### src/rtl/dmem_responder_pkg.sv
// Shared types and helpers for the dmem_responder slice.
// The optional byte-lane feature is enabled with DMEM_RESPONDER_BYTE_EN_EN.
package dmem_responder_pkg;

    typedef enum logic [1:0] {
        ST_IDLE = 2'd0,
        ST_WAIT = 2'd1,
        ST_RESP = 2'd2
    } state_e;

    localparam int unsigned WORD_BYTES = 4;

    // An access is bad if it is not word aligned or its word index falls past the array.
    function automatic logic addr_err(input logic [31:0] addr, input int unsigned depth);
        return (addr[1:0] != 2'b00) || ({2'b00, addr[31:2]} >= depth);
    endfunction

endpackage

### src/rtl/dmem_responder_if.sv
// Request/response channel between a load/store requester and dmem_responder.
// req_be exists only when DMEM_RESPONDER_BYTE_EN_EN is defined.
interface dmem_responder_if;
    logic        req_valid;
    logic        req_ready;
    logic        req_we;
    logic [31:0] req_addr;
    logic [31:0] req_wdata;
`ifdef DMEM_RESPONDER_BYTE_EN_EN
    logic [3:0]  req_be;
`endif
    logic        rsp_valid;
    logic        rsp_ready;
    logic [31:0] rsp_rdata;
    logic        rsp_err;

    modport master (
`ifdef DMEM_RESPONDER_BYTE_EN_EN
        output req_be,
`endif
        output req_valid, output req_we, output req_addr, output req_wdata,
        output rsp_ready,
        input  req_ready, input rsp_valid, input rsp_rdata, input rsp_err
    );

    modport slave (
`ifdef DMEM_RESPONDER_BYTE_EN_EN
        input  req_be,
`endif
        input  req_valid, input req_we, input req_addr, input req_wdata,
        input  rsp_ready,
        output req_ready, output rsp_valid, output rsp_rdata, output rsp_err
    );
endinterface

### src/rtl/dmem_word_array.sv
// DEPTH x 32 word store with a byte-lane synchronous write and a registered read
// whose output register can be cleared between responses.
module dmem_word_array
    import dmem_responder_pkg::*;
#(
    parameter int unsigned DEPTH = 64,
    parameter int unsigned AW    = $clog2(DEPTH)
) (
    input  logic                  clk,
    input  logic                  rst_n,
    input  logic                  acc_en,
    input  logic                  acc_we,
    input  logic [WORD_BYTES-1:0] acc_be,
    input  logic [AW-1:0]         acc_idx,
    input  logic [31:0]           acc_wdata,
    input  logic                  rd_clr,
    output logic [31:0]           rd_data
);

    logic [31:0] mem_q [DEPTH];
    logic [31:0] cur_word_s;
    logic [31:0] wr_word_s;
    logic [31:0] rd_data_d;
    logic [31:0] rd_data_q;

    // Merge enabled store lanes over the current word contents.
    always_comb begin
        cur_word_s = mem_q[acc_idx];
        wr_word_s  = cur_word_s;
        for (int i = 0; i < WORD_BYTES; i++) begin
            if (acc_be[i]) begin
                wr_word_s[8*i +: 8] = acc_wdata[8*i +: 8];
            end else begin
                wr_word_s[8*i +: 8] = cur_word_s[8*i +: 8];
            end
        end
    end

    // Read register: loads capture the word, a clear returns it to zero, else hold.
    always_comb begin
        rd_data_d = rd_data_q;
        if (acc_en && !acc_we) begin
            rd_data_d = mem_q[acc_idx];
        end else if (rd_clr) begin
            rd_data_d = 32'h0000_0000;
        end else begin
            rd_data_d = rd_data_q;
        end
    end

    // Storage array, deliberately left unreset.
    always_ff @(posedge clk) begin
        if (acc_en && acc_we) begin
            mem_q[acc_idx] <= wr_word_s;
        end
    end

    // Read data register.
    always_ff @(posedge clk or negedge rst_n) begin
        if (!rst_n) begin
            rd_data_q <= 32'h0000_0000;
        end else begin
            rd_data_q <= rd_data_d;
        end
    end

    assign rd_data = rd_data_q;

endmodule

### src/rtl/dmem_responder.sv
// Load/store memory responder with a programmable number of wait states.
// Define DMEM_RESPONDER_BYTE_EN_EN to add per-byte store enables (req_be).
module dmem_responder
    import dmem_responder_pkg::*;
#(
    parameter int unsigned DEPTH       = 64,
    parameter int unsigned WAIT_CYCLES = 2
) (
    input  logic          clk,
    input  logic          reset_n,
    dmem_responder_if.slave bus
);

    localparam int unsigned AW        = $clog2(DEPTH);
    localparam int unsigned CW        = (WAIT_CYCLES < 1) ? 1 : $clog2(WAIT_CYCLES + 1);
    localparam bit          ZERO_WAIT = (WAIT_CYCLES == 0);

    localparam logic [1:0] S_IDLE = ST_IDLE;
    localparam logic [1:0] S_WAIT = ST_WAIT;
    localparam logic [1:0] S_RESP = ST_RESP;

    logic [1:0]            state_d, state_q;
    logic [CW-1:0]         cnt_d, cnt_q;
    logic                  we_d, we_q;
    logic [AW-1:0]         idx_d, idx_q;
    logic [31:0]           wdata_d, wdata_q;
    logic [WORD_BYTES-1:0] be_d, be_q;
    logic                  err_d, err_q;
    logic                  req_ready_d, req_ready_q;
    logic                  rsp_valid_d, rsp_valid_q;
    logic                  rsp_err_d, rsp_err_q;

    logic [WORD_BYTES-1:0] req_be_s;
    logic                  new_err_s;
    logic                  acc_en_s;
    logic                  acc_we_s;
    logic [AW-1:0]         acc_idx_s;
    logic [31:0]           acc_wdata_s;
    logic [WORD_BYTES-1:0] acc_be_s;
    logic                  rd_clr_s;
    logic [31:0]           rd_data_s;

`ifdef DMEM_RESPONDER_BYTE_EN_EN
    assign req_be_s = bus.req_be;
`else
    assign req_be_s = {WORD_BYTES{1'b1}};
`endif

    assign new_err_s = addr_err(bus.req_addr, DEPTH);

    // Control FSM; the array access happens on the accepting edge when there are no wait states.
    always_comb begin
        state_d     = state_q;
        cnt_d       = cnt_q;
        we_d        = we_q;
        idx_d       = idx_q;
        wdata_d     = wdata_q;
        be_d        = be_q;
        err_d       = err_q;
        req_ready_d = req_ready_q;
        rsp_valid_d = rsp_valid_q;
        rsp_err_d   = rsp_err_q;
        acc_en_s    = 1'b0;
        acc_we_s    = we_q;
        acc_idx_s   = idx_q;
        acc_wdata_s = wdata_q;
        acc_be_s    = be_q;
        rd_clr_s    = 1'b0;

        case (state_q)
            S_IDLE: begin
                if (bus.req_valid && req_ready_q) begin
                    we_d        = bus.req_we;
                    idx_d       = bus.req_addr[AW+1:2];
                    wdata_d     = bus.req_wdata;
                    be_d        = req_be_s;
                    err_d       = new_err_s;
                    req_ready_d = 1'b0;
                    if (ZERO_WAIT) begin
                        acc_en_s    = !new_err_s;
                        acc_we_s    = bus.req_we;
                        acc_idx_s   = bus.req_addr[AW+1:2];
                        acc_wdata_s = bus.req_wdata;
                        acc_be_s    = req_be_s;
                        state_d     = S_RESP;
                        rsp_valid_d = 1'b1;
                        rsp_err_d   = new_err_s;
                    end else begin
                        state_d = S_WAIT;
                        cnt_d   = CW'(WAIT_CYCLES);
                    end
                end else begin
                    state_d = S_IDLE;
                end
            end
            S_WAIT: begin
                cnt_d = cnt_q - CW'(1);
                if (cnt_q == CW'(1)) begin
                    acc_en_s    = !err_q;
                    state_d     = S_RESP;
                    rsp_valid_d = 1'b1;
                    rsp_err_d   = err_q;
                end else begin
                    state_d = S_WAIT;
                end
            end
            S_RESP: begin
                if (rsp_valid_q && bus.rsp_ready) begin
                    state_d     = S_IDLE;
                    req_ready_d = 1'b1;
                    rsp_valid_d = 1'b0;
                    rsp_err_d   = 1'b0;
                    rd_clr_s    = 1'b1;
                end else begin
                    state_d = S_RESP;
                end
            end
            default: begin
                state_d     = S_IDLE;
                cnt_d       = {CW{1'b0}};
                req_ready_d = 1'b1;
                rsp_valid_d = 1'b0;
                rsp_err_d   = 1'b0;
                rd_clr_s    = 1'b1;
            end
        endcase
    end

    // Control and captured-request registers.
    always_ff @(posedge clk or negedge reset_n) begin
        if (!reset_n) begin
            state_q     <= S_IDLE;
            cnt_q       <= {CW{1'b0}};
            we_q        <= 1'b0;
            idx_q       <= {AW{1'b0}};
            wdata_q     <= 32'h0000_0000;
            be_q        <= {WORD_BYTES{1'b0}};
            err_q       <= 1'b0;
            req_ready_q <= 1'b1;
            rsp_valid_q <= 1'b0;
            rsp_err_q   <= 1'b0;
        end else begin
            state_q     <= state_d;
            cnt_q       <= cnt_d;
            we_q        <= we_d;
            idx_q       <= idx_d;
            wdata_q     <= wdata_d;
            be_q        <= be_d;
            err_q       <= err_d;
            req_ready_q <= req_ready_d;
            rsp_valid_q <= rsp_valid_d;
            rsp_err_q   <= rsp_err_d;
        end
    end

    dmem_word_array #(
        .DEPTH (DEPTH),
        .AW    (AW)
    ) u_array (
        .clk       (clk),
        .rst_n     (reset_n),
        .acc_en    (acc_en_s),
        .acc_we    (acc_we_s),
        .acc_be    (acc_be_s),
        .acc_idx   (acc_idx_s),
        .acc_wdata (acc_wdata_s),
        .rd_clr    (rd_clr_s),
        .rd_data   (rd_data_s)
    );

    assign bus.req_ready = req_ready_q;
    assign bus.rsp_valid = rsp_valid_q;
    assign bus.rsp_rdata = rd_data_s;
    assign bus.rsp_err   = rsp_err_q;

endmodule

### src/flat_wrapper.sv
// flat-port wrapper written by rule: the top's interface ports become plain ports
module dmem_responder_flat import dmem_responder_pkg::*;
#(
    parameter int unsigned DEPTH       = 64,
    parameter int unsigned WAIT_CYCLES = 2
)
  (clk, reset_n, bus_req_valid, bus_req_we, bus_req_addr, bus_req_wdata, bus_rsp_ready, bus_req_ready, bus_rsp_valid, bus_rsp_rdata, bus_rsp_err);
  dmem_responder_if bus_i ();
  input  logic clk;
  input  logic reset_n;
  input wire logic [$bits(bus_i.req_valid)-1:0] bus_req_valid;
  input wire logic [$bits(bus_i.req_we)-1:0] bus_req_we;
  input wire logic [$bits(bus_i.req_addr)-1:0] bus_req_addr;
  input wire logic [$bits(bus_i.req_wdata)-1:0] bus_req_wdata;
  input wire logic [$bits(bus_i.rsp_ready)-1:0] bus_rsp_ready;
  output wire logic [$bits(bus_i.req_ready)-1:0] bus_req_ready;
  output wire logic [$bits(bus_i.rsp_valid)-1:0] bus_rsp_valid;
  output wire logic [$bits(bus_i.rsp_rdata)-1:0] bus_rsp_rdata;
  output wire logic [$bits(bus_i.rsp_err)-1:0] bus_rsp_err;
  assign bus_i.req_valid = bus_req_valid;
  assign bus_i.req_we = bus_req_we;
  assign bus_i.req_addr = bus_req_addr;
  assign bus_i.req_wdata = bus_req_wdata;
  assign bus_i.rsp_ready = bus_rsp_ready;
  assign bus_req_ready = bus_i.req_ready;
  assign bus_rsp_valid = bus_i.rsp_valid;
  assign bus_rsp_rdata = bus_i.rsp_rdata;
  assign bus_rsp_err = bus_i.rsp_err;
  dmem_responder #(.DEPTH(DEPTH), .WAIT_CYCLES(WAIT_CYCLES)) u_core (.clk(clk), .reset_n(reset_n), .bus(bus_i));
endmodule
### config.mk
export PLATFORM = sky130hd
export DESIGN_NAME = dmem_responder_flat
export DESIGN_NICKNAME = d
export VERILOG_FILES = /design/src/rtl/dmem_responder_pkg.sv /design/src/rtl/dmem_responder_if.sv /design/src/rtl/dmem_word_array.sv /design/src/rtl/dmem_responder.sv /design/src/flat_wrapper.sv
export SDC_FILE = /design/constraint.sdc
export NUM_CORES = 2
export LEC_CHECK = 0
export ABC_AREA = 1
export ABC_CLOCK_PERIOD_IN_PS = 8860
export CAP_MARGIN = 0
export CELL_PAD_IN_SITES_DETAIL_PLACEMENT = 1
export CELL_PAD_IN_SITES_GLOBAL_PLACEMENT = 2
export CORE_ASPECT_RATIO = 0.7
export CORE_MARGIN = 5
export CORE_UTILIZATION = 45
export DETAILED_ROUTE_END_ITERATION = 16
export PLACE_DENSITY = 0.81
export REMOVE_ABC_BUFFERS = 1
export SETUP_SLACK_MARGIN = 0.5
export SYNTH_ARGS = -nofsm -noshare
export SYNTH_HDL_FRONTEND = slang
export SYNTH_SLANG_ARGS = --single-unit
### constraint.sdc
create_clock -name clk -period 8.86 [get_ports clk]
set_input_delay 1.772 -clock clk [delete_from_list [all_inputs] [get_ports clk]]
set_output_delay 1.772 -clock clk [all_outputs]
set_load 0.03 [all_outputs]
==> impl_metrics.py <==
metrics = {
    "synth": {
        "ys_ff_latch": 2128,
        "synth.top_cells.by_area": "edfxtp_1 68%, nand2_1 25%, dfrtp_1 2.2%",
        "synth_area_per_cell_um2": 10.2,
        "netlist.area_leader.share_pct": 68.4,
        "postSynthCellCount": 8798,
        "ys_seq_area_share_pct": 70.6,
        "yosysWarnings": 0,
        "synth_cell_types": 27,
        "netlist_area_um2": 89900,
        "yosysTopAreaCell": "edfxtp_1",
    },
    "worst_setup_path": {
        "r2r_slack_ns": 3.64,
        "reg2reg_from": "u_core.acc_idx_s[0]",
        "worstRegToRegCells": 16,
        "cp-start-kind": "flop",
        "cp_max_fo": 164,
        "timing.critical_path.required_ns": 9.44,
        "worstSetupPathType": "flop to flop",
        "cp-end-kind": "flop",
        "reg2reg_to": "u_core.u_array.mem_q[39][13]",
        "cp_data_arrival_time_ns": 5.80,
    },
    "sta": {
        "max_freq_ghz": 0.192,
        "post-route-min-period_ns": 5.22,
        "whs_ns": 0.478,
        "maxSlewHeadroom_pct": 5.76,
        "maxSlewViolCount": 0,
        "rsz0062_at_grt": "no",
        "finalClockSkew_ns": 0.0473,
        "setup_viol": 0,
        "post-route-period-util_pct": 58.9,
        "worstMarginPinSlew_ns": 1.41,
        "hold_viol_final": 0,
        "final.setup.worst_slack_ns": 3.64,
        "finalSetupTns_ns": 0,
    },
    "flow_run": {
        "maxCapViolations": 0,
    },
    "power": {
        "power.leakage_nw": 41.6,
        "powerDensity_nw_per_um2": 326,
        "ir_drop_mv": 0.223,
    },
    "placed_design": {
        "gp_congestion": 0.792,
        "port_buffers": 103,
        "placedCellCount": 11300,
        "dp_hpwl_mm": 159,
        "place_ws_ns": 3.78,
    },
    "cts": {
        "ctsHoldBuffers": 0,
        "post-cts-setup-buffers": 0,
        "clk_latency_ns": 0.87,
        "cts_sinks": 2128,
        "clockBufferDepth": 4,
        "cts_tree": "built",
        "clk_pin_slew_ns": 0.07,
        "cts_max_level": 4,
        "ctsRootBufferMaster": "clkbuf_16",
        "cts_buffers": 215,
        "cts_resized": 0,
    },
    "cells_and_area": {
        "fin_util_pct": 50.3,
        "nets": 8907,
        "layoutNonFillerInstCount": 11600,
        "layout_commonest_cell": "nand2_1",
        "multi_input_area_um2": 24300,
        "register_area_um2": 63500,
        "fill_cells": 21600,
        "layout-drive-gt1-share_pct": 6.43,
        "final_cell_mix": "5906 x nand2_1, 2048 x edfxtp_1, 221 x clkbuf_16",
        "syn_to_final_growth_pct": 11.2,
    },
    "worst_hold_path": {
        "hp-class": "flop to flop",
        "holdPathEnd": "u_core.u_array.rd_data[11]",
        "worstHoldPathCells": 2,
        "hold_start": "u_core.u_array.rd_data[11]",
    },
    "routing": {
        "vias_per_cell": 5.41,
        "firstDrtPassIters": 5,
        "routed_wl_mm": 297,
        "antenna_left": 0,
        "drc": 0,
        "vias": 63000,
        "initialDrtViolationCount": 6309,
        "wire_per_inst_um": 25.5,
    },
    "die": {
        "start_util_pct": 45.2,
        "core_area_um2": 199000,
        "fp.dieArea_um2": 209000,
        "num_rows": 137,
        "pin_count": 104,
        "die_w_um": 544,
        "die_h_um": 384,
    },
    "grt": {
        "grt_pass1_wl_mm": 433,
        "grt_overflow": 0,
        "grtUsageMet1_pct": 42.6,
        "grt_usage_pct": 28.1,
        "grt_max_degree": 183,
        "grt_util_met2_pct": 43.1,
        "busiest_layer": "met2",
        "antenna_found_initial": 4,
        "use_met3_pct": 4.11,
        "first_global_vias": 63700,
    },
    "run_status": {
        "status": "finished clean",
    },
}
synthesized netlist by cell type (all sizes together):
| cell type | number |
|---|---|
| a21oi | 9 |
| buf | 356 |
| clkbuf | 85 |
| dfrtp | 79 |
| dfstp | 1 |
| edfxtp | 2048 |
| ha | 1 |
| inv | 37 |
| mux2 | 32 |
| nand2 | 5939 |
| nand3 | 15 |
| nand4 | 3 |
| nor2 | 151 |
| nor3 | 12 |
| nor4 | 4 |
| o211ai | 5 |
| o21ai | 14 |
| or2 | 7 |
registers in the layout (all words and copies together), names as in the netlist:
register                flops
u_core.acc_be_s             1
u_core.acc_idx_s            6
u_core.acc_wdata_s         32
u_core.acc_we_s             1
u_core.bus.req_ready        1
u_core.bus.rsp_err          1
u_core.bus.rsp_valid        1
u_core.cnt_q                2
u_core.err_q                1
u_core.state_q              2
u_core.u_array.mem_q     2048
u_core.u_array.rd_data     32
per-stage QoR:
| step | instance area [um2] | total power, mW |
|---|---|---|
| 3_5_place_dp | 93700 | 24.1 |
| 6_report | 100000 | 32.6 |
| 3_3_place_gp | 93700 | 23.8 |
| 2_1_floorplan | 87300 | 20.0 |
| 5_1_grt | 100000 | 34.3 |
| 4_1_cts | 100000 | 32.7 |
report_power, final:
| part | switching [mW] | leakage (nW) | total (mW) | internal (mW) |
|---|---|---|---|---|
| Combinational | 8.73 | 19.0 | 11.2 | 2.43 |
| Clock | 3.85 | 3.09 | 8.58 | 4.74 |
| Sequential | 0.201 | 19.5 | 12.9 | 12.7 |
| Total | 12.8 | 41.6 | 32.6 | 19.8 |
kinds of logic after synthesis:
group	share of synthesized area, %
AO/OA/AOI/OAI	0.170
adder cells (fa/ha/maj)	0.0139
buffers and inverters	3.10
flip-flops	70.6
multiplexers	0.401
AND/OR/NAND/NOR	25.7
how the worst max path moves through the flow:
| stage | start | end | depth (start not counted) |
|---|---|---|---|
| CTS | u_core.acc_idx_s[0] | u_core.u_array.mem_q[39][13] | 16 |
| floorplan | u_core.acc_idx_s[0] | u_core.u_array.mem_q[0][0] | 13 |
| detailed placement | u_core.acc_idx_s[0] | u_core.u_array.mem_q[34][13] | 16 |
| global placement | u_core.acc_idx_s[0] | u_core.u_array.mem_q[48][15] | 15 |
| finish | u_core.acc_idx_s[0] | u_core.u_array.mem_q[39][13] | 16 |
| global route | u_core.acc_idx_s[0] | u_core.u_array.mem_q[36][13] | 16 |
per-layer routing:
layer / part of all wire, % / up-vias
met4: 2.0 / 0
met3: 6.6 / 343
met5: 0 / -
met1: 47 / 32300
met2: 44 / 1880
li1: - / 28400
area by class of cell:
type | count | share of cell area [%]
Inverter | 37 | 0.161
Clock inverter | 80 | 0.500
Multi-Input combinational cell | 6192 | 24.3
Antenna cell | 3 | 0.00751
Tap cell | 2641 | 3.30
Sequential cell | 2128 | 63.5
Clock buffer | 298 | 5.84
Timing Repair Buffer | 263 | 2.39
worst max-delay path, cell delays in order, from the launching register on:
cell,delay (ns)
dfrtp_4,0.62
buf_4,0.54
buf_12,0.69
buf_4,0.74
nand2_1,0.13
nand2_1,0.11
nand2_1,0.05
nand2_1,0.10
nand2_1,0.05
nand2_1,0.10
nand2_1,0.05
nand2_1,0.10
nor2_1,0.16
nand2_1,0.15
nand2_1,0.08
nand2_2,0.43
buf_4,0.50
Note: power is estimated with default switching activity, not from simulation.
